[src/rtl/bht_update_unit.sv]
// bht_update_unit: buffers resolved branches in a FIFO and drains them as serialized
// read-modify-writes of 2-bit BHT counters; `BHT_UPD_STATS_EN adds update/flip counters.
module bht_update_unit #(
  parameter int IDX_W = 10,
  parameter int DEPTH = 4
) (
  input  logic             clk,
  input  logic             rst_n,
  input  logic             res_valid,
  input  logic [IDX_W-1:0] res_idx,
  input  logic             res_taken,
  output logic             res_ready,
  input  logic             flush,
  output logic [IDX_W-1:0] bht_addr,
  output logic             bht_we,
  output logic [1:0]       bht_wdata,
  input  logic [1:0]       bht_rdata,
  output logic             upd_done,
  output logic             upd_pred,
  output logic             busy
`ifdef BHT_UPD_STATS_EN
  ,
  output logic [15:0]      stat_updates,
  output logic [15:0]      stat_flips
`endif
);
  localparam int AW = $clog2(DEPTH);
  localparam logic [AW:0] ONE = 1;
  typedef enum logic [1:0] {IDLE, RD, WR} state_t;
  state_t state, state_nx;
  logic [IDX_W:0] fifo_mem [DEPTH];
  logic [AW:0] wr_ptr, rd_ptr;
  logic [IDX_W-1:0] hold_idx;
  logic hold_taken, empty, full, push, pop;
  logic [1:0] cnt_nx;
  assign empty = wr_ptr == rd_ptr;
  assign full = (wr_ptr ^ rd_ptr) == {1'b1, {AW{1'b0}}};
  assign res_ready = !full;
  assign push = res_valid && !full && !flush;
  // RD never pops, so a pop is only ever taken from IDLE or WR
  assign pop = (state != RD) && !empty && !flush;
  always_ff @(posedge clk or negedge rst_n) begin
    if (!rst_n) begin
      wr_ptr <= '0;
      rd_ptr <= '0;
    end else if (flush) begin
      rd_ptr <= wr_ptr;
    end else begin
      if (push) wr_ptr <= wr_ptr + ONE;
      if (pop) rd_ptr <= rd_ptr + ONE;
    end
  end
  always_ff @(posedge clk) begin
    if (push) fifo_mem[wr_ptr[AW-1:0]] <= {res_idx, res_taken};
  end
  always_ff @(posedge clk or negedge rst_n) begin
    if (!rst_n) {hold_idx, hold_taken} <= '0;
    else if (pop) {hold_idx, hold_taken} <= fifo_mem[rd_ptr[AW-1:0]];
  end
  always_ff @(posedge clk or negedge rst_n) begin
    if (!rst_n) state <= IDLE;
    else state <= state_nx;
  end
  always_comb begin
    state_nx = (state == RD) ? WR : pop ? RD : IDLE;
  end
  always_comb begin
    cnt_nx = hold_taken ? ((bht_rdata == 2'b11) ? 2'b11 : bht_rdata + 2'd1)
                        : ((bht_rdata == 2'b00) ? 2'b00 : bht_rdata - 2'd1);
    bht_addr = hold_idx;
    bht_we = state == WR;
    bht_wdata = bht_we ? cnt_nx : 2'b00;
    upd_done = bht_we;
    upd_pred = bht_wdata[1];
    busy = !empty || state != IDLE;
  end
`ifdef BHT_UPD_STATS_EN
  always_ff @(posedge clk or negedge rst_n) begin
    if (!rst_n) begin
      stat_updates <= '0;
      stat_flips <= '0;
    end else if (bht_we) begin
      stat_updates <= stat_updates + 16'd1;
      if (bht_wdata[1] != bht_rdata[1]) stat_flips <= stat_flips + 16'd1;
    end
  end
`endif
endmodule
[config.mk]
export PLATFORM = sky130hd
export DESIGN_NAME = bht_update_unit
export DESIGN_NICKNAME = d
export VERILOG_FILES = /design/src/rtl/bht_update_unit.sv
export SDC_FILE = /design/constraint.sdc
export NUM_CORES = 1
export LEC_CHECK = 0
export ABC_AREA = 0
export BUFFER_PORTS_ARGS = -buffer_cell sky130_fd_sc_hd__buf_2
export CAP_MARGIN = 5
export CORE_AREA = 10 10 100 102
export CTS_CLUSTER_DIAMETER = 150
export DETAILED_ROUTE_END_ITERATION = 12
export DIE_AREA = 0 0 110 112
export GPL_TIMING_DRIVEN = 1
export PLACE_DENSITY = 0.57
export SETUP_SLACK_MARGIN = 0.2
export SYNTH_ARGS = -nofsm -noshare
export SYNTH_HDL_FRONTEND = slang
export SYNTH_SLANG_ARGS = --single-unit
export TNS_END_PERCENT = 20
[constraint.sdc]
create_clock -name clk -period 2.18 [get_ports clk]
set_clock_uncertainty 0.05 [all_clocks]
set_input_delay 0.109 -clock clk [delete_from_list [all_inputs] [get_ports clk]]
set_output_delay 0.109 -clock clk [all_outputs]
set_load 0.03 [all_outputs]
==> flow_metrics.env <==
export IMPL_outcome="finished, final reports clean"
export IMPL_grt_pass1_vias=1570
export IMPL_area_growth_pct=23.2
export IMPL_place_inst=290
export IMPL_drv_cap=0
export IMPL_ir_worst_vdd_uv=631
export IMPL_grt_total_usage=0.0919
export IMPL_fmax_ghz=0.533
export IMPL_ioPinCount=34
export IMPL_ctsRootBufferMaster="clkbuf_8"
export IMPL_cp_data_required_time_ps=2100
export IMPL_routedWlPerCell_um=16.2
export IMPL_ys_seq_area_frac=0.658
export IMPL_synth_common_cells="44 x edfxtp_1, 19 x dfrtp_1, 11 x mux4_2"
export IMPL_vias=1443
export IMPL_coreArea_sq_um=8050
export IMPL_cts_htree_levels=3
export IMPL_critPathLaunchType="flop"
export IMPL_postPlaceCellArea_sq_um=3020
export IMPL_ys_ff_latch=63
export IMPL_clk_latency_ps=340
export IMPL_first_iter_violations=59
export IMPL_crit_type="reg -> reg"
export IMPL_clockBufferDepth=2
export IMPL_die_height_um=112
export IMPL_yosys_area_top_type="edfxtp_1"
export IMPL_fin_ws_ps=303
export IMPL_hp_class="in -> reg"
export IMPL_netlist_area_sq_um=2730
export IMPL_io_buffer_count=33
export IMPL_cts_buffers=9
export IMPL_power_density_nw_per_um2=1480
export IMPL_pre_cts_slack_ps=313
export IMPL_final_area_sq_um=3360
export IMPL_initial_core_util=0.339
export IMPL_routed_via_density=4.54
export IMPL_synth_edf_count=44
export IMPL_antenna_cells=0
export IMPL_setup_violations=0
export IMPL_syn_inst=150
export IMPL_clkSinkCount=63
export IMPL_grt_max_degree=20
export IMPL_grt_overflow=0
export IMPL_power_leakage_nw=1.31
export IMPL_whs_ps=128
export IMPL_cp_cell_sequence="xor2_1, a31oi_2, and2_1"
export IMPL_fp_row_count=33
export IMPL_die_x_um=110
export IMPL_nets=230
export IMPL_ys_warnings_count=0
export IMPL_tightest_slew_ps=589
export IMPL_yosysMostFrequentCell="edfxtp_1"
export IMPL_path_clk_slew_ps=70
export IMPL_grt_antenna_before_repair=0
export IMPL_synth_avg_cell_area_sq_um=18.2
export IMPL_synthArstFlopShare=0.302
export IMPL_rsz0062_at_grt="yes"
export IMPL_hpwlAfterDp_um=3520
export IMPL_slew_headroom=0.607
export IMPL_fin_crit_sh=0.861
export IMPL_yosysUniqueCellTypes=40
export IMPL_routabilityCongestion=0.718
export IMPL_path_max_fanout=11
export IMPL_slew_violations=0
export IMPL_setup_tns_ps=0
export IMPL_drc=0
export IMPL_grt_pass1_wl_um=8490
export IMPL_fp_dieArea_sq_um=12300
export IMPL_critical_path_max_stage_delay_ps=540
export IMPL_drt_total_wl_um=5140
export IMPL_min_period_ps=1880
export IMPL_total_power_mw=4.96
export IMPL_final_cell_count_no_fill=318
export IMPL_cts_setup_buffers=0
export IMPL_synth_main_ff_cell="edfxtp_1"
export IMPL_synthTopCellsByArea="edfxtp_1 48%, dfrtp_1 17%, mux4_2 9.1%, mux2_4 5.0%, ha_1 2.3%"
export IMPL_netlist_area_leader_share=0.484
export IMPL_cts_tree="yes"
export IMPL_final_util=0.418
export IMPL_cp_slowest_cell="and2_1"
export IMPL_hold_viol=0
export IMPL_first_pass_iters=4
export IMPL_antenna_left=0
export IMPL_cp_arrival_ps=1800
export IMPL_drive_gt1_frac=0.413
export IMPL_end_kind="flop"
export IMPL_synth_nets=172
-- layout by cell type (no fill, tap or decap), types with 2 or more instances in the layout --
cell | Yosys | layout
edfxtp_1 | 44 | 44
buf_2 | 1 | 33
dfrtp_1 | 19 | 19
dlygate4sd3_1 | 0 | 12
mux4_2 | 11 | 11
mux2_4 | 9 | 9
clkbuf_8 | 1 | 9
buf_4 | 2 | 9
inv_1 | 8 | 8
ha_1 | 5 | 5
nand2b_1 | 3 | 3
xnor2_1 | 3 | 3
xor2_1 | 3 | 3
and2_1 | 3 | 3
nor2_1 | 3 | 3
mux2_2 | 3 | 3
nand2_1 | 2 | 2
a21oi_1 | 2 | 2
xnor2_2 | 2 | 2
nor3_1 | 2 | 2
nand4_1 | 2 | 2
bufinv_16 | 0 | 2
clkinvlp_4 | 0 | 2
-- power breakdown --
part | internal, mW | switching [mW]
logic | 0.958 | 1.14
registers | 1.58 | 0.173
clock network | 0.645 | 0.461
-- flip-flops by register name, summed over array words and instances (netlist names) --
signal and cells:
rd_ptr 3, state 2, hold_taken 1, bht_addr 10, wr_ptr 3, fifo_mem 44
-- logic make-up after synthesis --
kind of cell | synth area share
buffers and inverters | 0.0413
multiplexers | 0.153
AO/OA/AOI/OAI | 0.0477
adder cells (fa/ha/maj) | 0.0229
XOR/XNOR | 0.0312
flip-flops | 0.658
AND/OR/NAND/NOR | 0.0459
-- worst max-delay path: cells and delay by family, from the launching register on --
| family | cells | cell delay [ps] |
|---|---|---|
| flops | 1 | 440 |
| xor+xnor | 1 | 240 |
| simple gates | 1 | 540 |
| compound gates | 1 | 230 |
-- repair_timing --
action | 4_1_cts | 5_1_grt
hold buffers | 12 | 0
setup endpoints to repair | 0 | 7
resized for setup | 0 | 1
endpoints found under the hold margin | 63 | 0
-- final timing paths --
kind	slack, ps	cells past startpoint	start	endpoint
max reg2reg	300	3	wr_ptr[2]	fifo_mem[2][6]
min reg2reg	470	1	bht_addr[6]	bht_addr[6]
max	300	3	wr_ptr[2]	fifo_mem[2][6]
max in group asynchronous	1570	2	rst_n	bht_addr[4]
min	130	3	flush	rd_ptr[1]
min in group asynchronous	190	2	rst_n	bht_addr[6]
-- metal layers --
layer | part of all wire | GRT usage | vias up
li1 | - | - | 690
met1 | 0.44 | 0.109 | 717
met2 | 0.49 | 0.142 | 27
met3 | 0.042 | 0.0242 | 9
met4 | 0.025 | 0.0625 | 0
met5 | 0 | 0 | -
-- cell type report --
class                      instances  area, sq um
clock buffer                       9          124
clock inverter                     7         96.3
fill                             734         4690
inverter                           8         30.0
multi-input combinational         71          820
sequential                        63         1800
tap                              105          131
timing repair buffer              55          364
Note: power is estimated with default switching activity, not from simulation.
